--- src/rtl/divmul_pkg.sv ---
// rtl/divmul_pkg.sv - shared FSM encoding and default widths for the divider/multiplier pair
package divmul_pkg;

  typedef enum logic [1:0] {
    IDLE = 2'd0,
    CALC = 2'd1,
    SIGN = 2'd2
  } estado_t;

  localparam int TAMANYO_DEF = 32;
  localparam int T_MOD_DEF   = 5;

endpackage

--- src/rtl/complemento_a2.sv ---
// rtl/complemento_a2.sv - conditional two's complement negation, combinational
module complemento_a2 #(
  parameter int W = 32
) (
  input  logic         neg,
  input  logic [W-1:0] in,
  output logic [W-1:0] out
);

  assign out = neg ? (~in + W'(1)) : in;

endmodule

--- src/rtl/multiplicador_algoritmico.sv ---
// rtl/multiplicador_algoritmico.sv - sequential signed shift-add multiplier; MULT_OVF_EN adds Ovf
module multiplicador_algoritmico
  import divmul_pkg::*;
#(
  parameter int tamanyo = TAMANYO_DEF,
  parameter int t_mod   = T_MOD_DEF
) (
  input  logic                   CLK,
  input  logic                   RSTa,
  input  logic                   Start,
  input  logic [tamanyo-1:0]     A,
  input  logic [tamanyo-1:0]     B,
  output logic [2*tamanyo-1:0]   Prod,
  output logic                   Done
`ifdef MULT_OVF_EN
  ,
  output logic                   Ovf
`endif
);

  estado_t              estado;
  logic                 sign_a;
  logic                 sign_b;
  logic                 c;
  logic [tamanyo-1:0]   m;
  logic [tamanyo-1:0]   q;
  logic [tamanyo-1:0]   accu;
  logic [t_mod-1:0]     cont;
  logic [tamanyo-1:0]   abs_a;
  logic [tamanyo-1:0]   abs_b;
  logic [tamanyo:0]     suma;
  logic [2*tamanyo-1:0] prod_mag;
  logic [2*tamanyo-1:0] prod_sig;

  complemento_a2 #(.W(tamanyo)) u_abs_a (
    .neg (A[tamanyo-1]),
    .in  (A),
    .out (abs_a)
  );

  complemento_a2 #(.W(tamanyo)) u_abs_b (
    .neg (B[tamanyo-1]),
    .in  (B),
    .out (abs_b)
  );

  // Carry kept in the adder so the magnitude of -2^(tamanyo-1) squared never drops a bit
  assign suma     = {c, accu} + {1'b0, (q[0] ? m : '0)};
  assign prod_mag = {accu, q};

  complemento_a2 #(.W(2*tamanyo)) u_sign (
    .neg (sign_a ^ sign_b),
    .in  (prod_mag),
    .out (prod_sig)
  );

`ifdef MULT_OVF_EN
  logic ovf_next;
  assign ovf_next = ~((&prod_sig[2*tamanyo-1:tamanyo-1]) | ~(|prod_sig[2*tamanyo-1:tamanyo-1]));
`endif

  always_ff @(posedge CLK or negedge RSTa) begin
    if (!RSTa) begin
      estado <= IDLE;
      sign_a <= 1'b0;
      sign_b <= 1'b0;
      c      <= 1'b0;
      m      <= '0;
      q      <= '0;
      accu   <= '0;
      cont   <= '0;
      Prod   <= '0;
      Done   <= 1'b0;
`ifdef MULT_OVF_EN
      Ovf    <= 1'b0;
`endif
    end else begin
      Done <= 1'b0;
      case (estado)
        IDLE: begin
          if (Start) begin
            sign_a <= A[tamanyo-1];
            sign_b <= B[tamanyo-1];
            m      <= abs_a;
            q      <= abs_b;
            accu   <= '0;
            c      <= 1'b0;
            cont   <= t_mod'(tamanyo-1);
            estado <= CALC;
          end
        end
        CALC: begin
          accu <= suma[tamanyo:1];
          q    <= {suma[0], q[tamanyo-1:1]};
          c    <= 1'b0;
          cont <= cont - t_mod'(1);
          if (cont == '0) begin
            estado <= SIGN;
          end
        end
        SIGN: begin
          Prod   <= prod_sig;
          Done   <= 1'b1;
`ifdef MULT_OVF_EN
          Ovf    <= ovf_next;
`endif
          estado <= IDLE;
        end
        default: estado <= IDLE;
      endcase
    end
  end

endmodule

--- config.mk ---
export PLATFORM = sky130hd
export DESIGN_NAME = multiplicador_algoritmico
export DESIGN_NICKNAME = d
export VERILOG_FILES = /design/src/rtl/divmul_pkg.sv /design/src/rtl/complemento_a2.sv /design/src/rtl/multiplicador_algoritmico.sv
export SDC_FILE = /design/constraint.sdc
export NUM_CORES = 1
export LEC_CHECK = 0
export ABC_CLOCK_PERIOD_IN_PS = 2900
export BUFFER_PORTS_ARGS = -buffer_cell sky130_fd_sc_hd__buf_2
export CAP_MARGIN = 15
export CORE_MARGIN = 2
export CORE_UTILIZATION = 45
export CTS_CLUSTER_SIZE = 10
export DETAILED_ROUTE_END_ITERATION = 10
export MAX_ROUTING_LAYER = met4
export PLACE_DENSITY = 0.67
export SLEW_MARGIN = 10
export SYNTH_ARGS = -nofsm -noshare
export SYNTH_HDL_FRONTEND = slang
export SYNTH_HIERARCHICAL = 1
export SYNTH_SLANG_ARGS = --single-unit
--- constraint.sdc ---
create_clock -name CLK -period 2.9 [get_ports CLK]
set_clock_uncertainty 0.15 [all_clocks]
set_input_delay 0.58 -clock CLK [delete_from_list [all_inputs] [get_ports CLK]]
set_output_delay 0.58 -clock CLK [all_outputs]
set_load 0.01 [all_outputs]
Word level (Yosys, flattened, before mapping)
Index checks and enable logic that the tools add are counted.
{"block": "word_totals", "romBits": 0, "out_inout_bits": 65, "elab_cells": 45, "input_bits": 67, "latchBits": 0, "regBits": 171, "mem_bits_rw": 0, "n_memories": 0}
{"block": "op_classes", "mux": 16, "reduce_logical": 6, "order_cmp": 0, "bitwise_logic": 4, "div_mod_pow": 0, "multipliers": 0, "n_shift": 0, "n_addsub": 5, "n_eq_ne": 4}
{"op": "2-to-1 mux 32 bit", "count": 5}
{"op": "one-hot mux 32 bit (2 select lines)", "count": 2}
{"op": "adder 32 x 1 -> 32 bit (second input constant)", "count": 2}
{"op": "adder 64 x 1 -> 64 bit (second input constant)", "count": 1}
{"op": "2-to-1 mux 64 bit", "count": 1}
{"op": "NOT 32 bit", "count": 2}
{"op": "NOT 64 bit", "count": 1}
{"op": "adder 33 x 32 -> 33 bit", "count": 1}
{"op": "one-hot mux 5 bit (2 select lines)", "count": 1}
{"op": "AND reduction 2 bit", "count": 3}
{"op": "logical NOT 5 bit", "count": 1}
{"op": "2-to-1 mux 5 bit", "count": 1}
{"op": "subtractor 5 x 1 -> 5 bit (second input constant)", "count": 1}
{"op": "2-to-1 mux 2 bit", "count": 2}
{"op": "!= test 2 bit (second input constant)", "count": 2}
{"op": "one-hot mux 2 bit (2 select lines)", "count": 1}
{"op": "equality test 2 x 1 -> 1 bit (second input constant)", "count": 1}
{"op": "equality test 2 bit (second input constant)", "count": 1}
{"op": "logical NOT 2 bit", "count": 1}
{"op": "2-to-1 mux 1 bit", "count": 2}
{"op": "one-hot mux 1 bit (2 select lines)", "count": 1}
{"op": "nonzero test 2 bit", "count": 1}
{"op": "XOR 1 bit", "count": 1}

Logic depth before layout (Yosys ltp)
Gate-level depths: netlist of the first run.
{"block": "depth", "depth_word": 5, "ltp_mapped": 11, "ltp_nobuf": 10}

By module
Netlist of the first run, hierarchy kept.
{"module": "multiplicador_algoritmico", "seq_area_each_um2": 4254.1, "cells_per_inst": 778, "instances": 1, "area_per_inst_um2": 8734.6}
{"module": "complemento_a2 (u_sign)", "seq_area_each_um2": 0.0, "cells_per_inst": 206, "instances": 1, "area_per_inst_um2": 1649.1}
{"module": "complemento_a2 (u_abs_a ...)", "seq_area_each_um2": 0.0, "cells_per_inst": 99, "instances": 2, "area_per_inst_um2": 777.0}

Worst setup path after synthesis of the first run
No wires, ideal clock.
{"block": "synth_path", "kind": "register to register", "startpoint": "register q[0]", "endpoint": "register accu[19]", "synth_period_minus_slack_ns": 2.868, "required_ns": 2.629, "slack_ns": 0.032, "arrival_time_ns": 2.597, "n_path_buf": 1, "setup_time_ns": 0.121, "stages_incl_launch_ff": 12, "path_cell_list": "dfrtp_1 > clkbuf_1 > and2_1 > ha_1 > inv_1 > fa_1 > nor2b_1 > o2111ai_2 > a211oi_2 > o31ai_2 > xnor2_1 > a22o_1"}
{"block": "synth_between", "elab_chain_cells": 3}
{"element": "start, declared", "line_no": "multiplicador_algoritmico.sv:26", "rtl": "logic [tamanyo-1:0] q;"}
{"element": "start signal, assigned", "line_no": "multiplicador_algoritmico.sv:85", "rtl": "q <= abs_b;"}
{"element": "start signal, assigned", "line_no": "multiplicador_algoritmico.sv:94", "rtl": "q <= {suma[0], q[tamanyo-1:1]};"}
{"element": "2-to-1 mux 32 bit", "line_no": "multiplicador_algoritmico.sv:48", "rtl": "assign suma = {c, accu} + {1'b0, (q[0] ? m : '0)};"}
{"element": "adder 33 x 32 -> 33 bit", "line_no": "multiplicador_algoritmico.sv:48"}
{"element": "one-hot mux 32 bit (2 select lines)", "line_no": "multiplicador_algoritmico.sv:79", "rtl": "case (estado)"}
{"element": "end signal, assigned", "line_no": "multiplicador_algoritmico.sv:93", "rtl": "accu <= suma[tamanyo:1];"}
{"element": "end, declared", "line_no": "multiplicador_algoritmico.sv:27", "rtl": "logic [tamanyo-1:0] accu;"}
Every way passes these cells.
A chain may end at the register's enable or synchronous reset.

Worst setup path in the final report of the first run
{"block": "layout_path", "startpoint": "register q[10]", "endpoint": "register Prod[60]"}
{"block": "layout_between", "elab_chain_cells": 3}
{"element": "NOT 64 bit", "line_no": "complemento_a2.sv:10", "rtl": "assign out = neg ? (~in + W'(1)) : in;"}
{"element": "adder 64 x 1 -> 64 bit", "line_no": "complemento_a2.sv:10"}
{"element": "2-to-1 mux 64 bit", "line_no": "complemento_a2.sv:10"}
{"element": "via prod_sig[60]", "line_no": "multiplicador_algoritmico.sv:33", "rtl": "logic [2*tamanyo-1:0] prod_sig;"}
{"element": "end signal, assigned", "line_no": "multiplicador_algoritmico.sv:102", "rtl": "Prod <= prod_sig;"}
{"element": "end, declared", "line_no": "multiplicador_algoritmico.sv:13", "rtl": "output logic [2*tamanyo-1:0] Prod,"}
The timed path passes the listed nets, and every way through them passes these cells.

==> impl_metrics.ini, run 1 <==
[place]
io_buffers = 131
hpwlAfterDp_mm = 22.7
dpl_worst_slack_ns = 0.0383
postPlaceCellArea_um2 = 13400
place_congestion = 0.920

[sta]
hold_slack_ns = 0.311
rsz0062_at_grt = true
worstMarginPinSlew_ns = 0.922
finalSetupViolations = 0
finalCritPeriodShare_pct = 97.1
setup_slack_ns = 0.0852
finalMaxSlewViolations = 0
tns_ns = 0
post-route-min-period_ns = 2.81
fmaxAchievable_ghz = 0.355
hold_violations = 0
slew_headroom_pct = 38.5

[drt]
via_per_inst = 5.78
wl_per_cell_um = 18.0
first_pass_iters = 5
ant_nets = 0
routed_wl_mm = 30.5
drt-initial-drc-count = 616
drcViolationCount = 0
vias = 9781

[critical_path]
critical-path-top-delay-family = simple AND/OR/NAND/NOR gates
cp_max_fo = 9
endpoint_kind = flop
path_class = flop to flop
crit_path_cell_trace = or4_4, nor4_2, buf_4, nand3_4, o41ai_4, xnor2_1, mux2_2
crit_arrival_ns = 2.98
critPathRequiredTime_ns = 3.07
cp-start-kind = flop
critical_path_buf_inv_count = 1
critPathMaxStageDelay_ns = 0.61
cp_slowest_cell = or4_4

[finish]
drive_above_1_share_pct = 32.1
diodes = 0
fin_nets = 1450
final_area_um2 = 14200
area_growth_pct = 18.7
utilization_pct = 54.4

[cts]
cts.clk_slew.worst_paths_ns = 0.08
clock_sinks = 170
cts.path.max_buffers = 2
insertion_delay_ns = 0.44
htree_num_levels = 4
cts_tree = built
clockRootBuffer = clkbuf_16
cts_inserted_buffers = 17

[synth]
synthTopCellsByArea = dfrtp_1 (36%), xnor2_1 (9.6%), mux2_2 (9.2%)
syn_area_um2 = 11900
ys_types = 90
synth_top_cell_area_share_pct = 35.6
postSynthCellCount = 1182
yosysTopAreaCell = dfrtp_1
seq_area_frac_synth_pct = 35.6
synthFlopType = dfrtp_1
synth_seq_cells = 170
yosys-top-cells-count = dfrtp_1 (170), xnor2_1 (131), nand2_1 (117), o21ai_0 (101), mux2_2 (98)
synth.most_common_cell = dfrtp_1
synth_enable_flop_cells = 0
syn-num-nets = 1287
synth_area_per_cell_um2 = 10.1
yosys_warnings = 6
async_reset_ff_share_pct = 100

[worst_hold_path]
min_path_type = input port to flop

[global_routing]
antenna_found_initial = 0
gr-total-overflow = 0
grt_max_degree = 117
grt_pass1_wl_mm = 49.9
grt.total_usage_pct = 22.6
grt_pass1_vias = 9251

[power_and_ir_drop]
internal-power_mw = 8.54
p_sw_mw = 6.63
seqPwrFrac_pct = 28.3
p_comb_share_pct = 56.8
swShare_pct = 43.7
leakage_nw = 6.17
p_per_area_nw_per_um2 = 1070
power_frac_clock_pct = 14.9
peakVddDrop_mv = 0.621

[floorplanning]
die-area_um2 = 27800
fp.coreArea_um2 = 26100
die_y_um = 167
die_x_um = 167
ios = 132
start_util_pct = 45.8
row_count = 59

[run]
cap_violations = 0

[outcome]
outcome = finished clean
[cell families (layout without fill, tap and decap cells)]
family,Yosys count,in the layout,synth area share (%)
AND/OR/NAND/NOR,326,326,16.6
adder cells (fa/ha/maj),38,38,4.05
buffers and inverters,79,254,2.78
multiplexers,129,129,11.8
XOR/XNOR,142,142,10.4
AO/OA/AOI/OAI,298,298,18.7
flip-flops,170,170,35.6
[worst paths after layout]
kind	from	to	slack, ns	cells after the start
max in group asynchronous	RSTa	accu[17]$_DFFE_PN0P_	1.43	3
worst min register to register	m[6]$_DFFE_PN0P_	m[6]$_DFFE_PN0P_	0.35	1
worst max-delay path	q[10]$_DFFE_PN0P_	Prod[60]$_DFFE_PN0P_	0.09	7
min in group asynchronous	RSTa	Prod[15]$_DFFE_PN0P_	0.52	3
worst max register to register	q[10]$_DFFE_PN0P_	Prod[60]$_DFFE_PN0P_	0.09	7
worst min-delay path	A[0]	m[0]$_DFFE_PN0P_	0.31	2
[what timing repair did]
action | in CTS | in global routing
endpoints found under the setup margin | 0 | 19
hold buffers | 1 | 0
endpoints found under the hold margin | 53 | 0
gates resized for setup | 0 | 26
setup buffers | 0 | 6
[power by group through the flow]
stage	registers, mW	clock network, mW	logic [mW]
3_3_place_gp	4.27	0	8.18
3_5_place_dp	4.31	0	8.28
4_1_cts	4.27	2.29	8.33
2_1_floorplan	4.12	0	5.90
5_1_grt	4.44	2.40	9.47
6_report	4.30	2.25	8.62
[metrics by stage]
stage / instances / power, mW
floorplan: 1182 / 10.0
global route: 1692 / 16.3
finish: 1692 / 15.2
CTS: 1686 / 14.9
detailed placement: 1654 / 12.6
global placement: 1654 / 12.5
[final cells by class]
| class | count | area [µm²] |
|---|---|---|
| sequential | 170 | 4250 |
| clock inverter | 13 | 135 |
| multi-input combinational | 933 | 7560 |
| timing repair buffer | 203 | 1300 |
| fill | 2332 | 11900 |
| clock buffer | 18 | 429 |
| tap | 335 | 419 |
| inverter | 20 | 75.1 |
[registers in the layout (all words and copies together), names as in the netlist]
name,cells
Done,1
Prod,64
accu,32
cont,5
estado,2
m,32
q,32
sign_a,1
sign_b,1
[placed cells by master (no fill, tap or decap), types with 6 or more instances in the layout]
cell,netlist,routed
o31ai_2,7,8
nand3b_1,6,6
buf_12,0,7
a21oi_2,5,8
ha_1,37,30
xnor2_1,131,131
or2_2,8,8
dfrtp_1,170,170
mux2_2,98,98
nor3_1,13,12
buf_2,10,130
o211ai_1,8,8
nand2b_1,15,15
mux2i_1,31,31
nor4_4,9,9
a31oi_1,7,7
nand3_1,12,10
a21oi_1,27,24
buf_4,4,62
o31ai_1,40,39
nand2_1,117,117
o41ai_1,18,16
nand4_1,15,15
and2_1,35,35
clkbuf_16,0,17
a21o_1,13,13
or3_1,15,15
inv_1,20,20
or4_1,9,9
o21ai_0,101,101
o41ai_2,12,14
or4_4,7,7
xor2_1,11,10
nor2_1,21,21
[per-layer routing]
layer / share of wire, % / up-vias / GRT usage, %
met5: 0 / - / -
met4: 1.4 / 0 / 5.55
met3: 5.0 / 32 / 3.18
met2: 45 / 259 / 33.0
met1: 49 / 4791 / 33.1
li1: - / 4699 / -
No activity file was read; power rests on OpenSTA's default activity.
==> run 2: changes to the inputs <==
--- a/config.mk
+++ b/config.mk
@@ -10,6 +10,7 @@
 export CAP_MARGIN = 15
 export CORE_MARGIN = 2
 export CORE_UTILIZATION = 45
+export CTS_BUF_LIST = sky130_fd_sc_hd__clkbuf_4 sky130_fd_sc_hd__clkbuf_8 sky130_fd_sc_hd__clkbuf_16
 export CTS_CLUSTER_SIZE = 10
 export DETAILED_ROUTE_END_ITERATION = 10
 export MAX_ROUTING_LAYER = met4
==> run 2 against run 1 <==
Total power about the same. First-iteration DRC count unchanged. Hold slack about the same. Cell area about the same. Combinational power about the same. Register-to-register slack about the same. Core utilization about the same. Sequential share of layout area about the same. Count of clock-buffer cells in the layout unchanged. Critical path type unchanged. Largest power group unchanged. Highest routed layer unchanged.
==> impl_metrics.ini, run 2 (synthesis results as in run 1) <==
[worst_hold_path]
min_path_type = input port to flop
min_path_cells = 2
hp-start = A[0]
hold_path_end = m[0]$_DFFE_PN0P_

[sta]
worstMarginPinSlew_ns = 0.921
rsz0062_at_grt = true
hold_slack_ns = 0.311
finalSetupViolations = 0
finalMaxSlewViolations = 0
post-route-min-period_ns = 2.82
slew_headroom_pct = 38.6
finalCritPeriodShare_pct = 97.1
hold_violations = 0
fmaxAchievable_ghz = 0.355

[global_routing]
grt_pass1_wl_mm = 49.9
antenna_found_initial = 0
grt_max_degree = 117
grt.total_usage_pct = 22.6
grt_pass1_vias = 9251
gr-total-overflow = 0

[outcome]
outcome = finished clean

[drt]
wl_per_cell_um = 18.0
drt-initial-drc-count = 616
vias = 9771
via_per_inst = 5.77
drcViolationCount = 0
ant_nets = 0
routed_wl_mm = 30.5
first_pass_iters = 5

[critical_path]
critPathRequiredTime_ns = 3.07
crit_start = q[10]$_DFFE_PN0P_
rr_endpoint = Prod[60]$_DFFE_PN0P_
critical-path-top-delay-family = simple AND/OR/NAND/NOR gates
cp_slowest_cell = or4_4
cp-start-kind = flop
r2r_start = q[10]$_DFFE_PN0P_
crit_path_cell_trace = or4_4, nor4_2, buf_4, nand3_4, o41ai_4, xnor2_1, mux2_2
critical_path_buf_inv_count = 1
worst-r2r-cell-count = 7
endpoint_kind = flop
critPathMaxStageDelay_ns = 0.61
crit_arrival_ns = 2.99
path_class = flop to flop
r2r_slack_ns = 0.08
cp_max_fo = 9

[cts]
cts_inserted_buffers = 17
htree_num_levels = 4
cts.clk_slew.worst_paths_ns = 0.08
insertion_delay_ns = 0.44
clock_sinks = 170
clockRootBuffer = clkbuf_16
cts_tree = built
cts.path.max_buffers = 2

[floorplanning]
start_util_pct = 45.8
ios = 132
fp.coreArea_um2 = 26100
die-area_um2 = 27800
die_x_um = 167
die_y_um = 167
row_count = 59

[finish]
utilization_pct = 54.4
final_cell_mix = dfrtp_1 (170), xnor2_1 (131), buf_2 (130)
largest_register = Prod
drive_above_1_share_pct = 32.1
final_common_cell = dfrtp_1
area_growth_pct = 18.8
fin_nets = 1450
diodes = 0
largest_reg_flops = 64

[place]
io_buffers = 131
hpwlAfterDp_mm = 22.7
place_congestion = 0.920

[power_and_ir_drop]
peakVddDrop_mv = 0.620
leakage_nw = 6.18
finalPower_mw = 15.2
p_per_area_nw_per_um2 = 1070

[run]
cap_violations = 0
-- run 2: cell types whose count changed in the layout (fill, tap and decap cells not counted) --
cell      delta
clkbuf_1     -1
clkbuf_4     +1
-- run 2: through the flow --
step	area, µm²	setup TNS, ns	instances	setup slack, ns
2_1_floorplan	11900	0	1182	0.0321
3_3_place_gp	13400	0	1654	0.0950
3_5_place_dp	13400	0	1654	0.0383
4_1_cts	14000	0	1686	0.0341
5_1_grt	14200	-0.101	1692	-0.0336
6_report	14200	0	1692	0.0839
-- run 2: final cells by class --
cell class	count	area, µm²
clock buffers	18	433
fillers	2330	11900
multi-input cells	933	7560
clock inverters	13	135
inverters	20	75.1
repair buffers	203	1300
flip-flops and latches	170	4250
well taps	335	419
-- run 2: worst max path at each step --
stage | endpoint | depth (start not counted) | slack (ns)
global placement | Prod[45]$_DFFE_PN0P_ | 6 | 0.09
floorplan | accu[19]$_DFFE_PN0P_ | 11 | 0.03
detailed placement | accu[26]$_DFFE_PN0P_ | 9 | 0.04
global route | accu[26]$_DFFE_PN0P_ | 10 | -0.03
CTS | accu[18]$_DFFE_PN0P_ | 9 | 0.03
finish | Prod[60]$_DFFE_PN0P_ | 7 | 0.08
-- run 2: per-layer routing --
layer | up-vias | share of wire [%] | GRT usage, %
li1 | 4697 | - | -
met1 | 4788 | 49 | 33.1
met2 | 252 | 45 | 33.0
met3 | 34 | 5.0 | 3.18
met4 | 0 | 1.4 | 5.55
met5 | - | 0 | -
-- run 2: power by group --
part	leakage (nW)	switching [mW]	total, mW	internal, mW
Combinational	3.73	4.56	8.62	4.06
Sequential	2.18	1.02	4.30	3.28
Clock	0.267	1.05	2.26	1.21
-- run 2: worst reg2reg max path: stages (launching register included) --
cell and delay (ns):
dfrtp_1 0.44, or4_4 0.61, nor4_2 0.40, buf_4 0.20, nand3_4 0.17, o41ai_4 0.37, xnor2_1 0.10, mux2_2 0.26
-- run 2: timing repair --
| item | CTS | global route |
|---|---|---|
| hold buffers | 1 | 0 |
| setup endpoints to repair | 0 | 19 |
| endpoints found under the hold margin | 53 | 0 |
| buffers inserted | 0 | 6 |
| gates resized for setup | 0 | 26 |
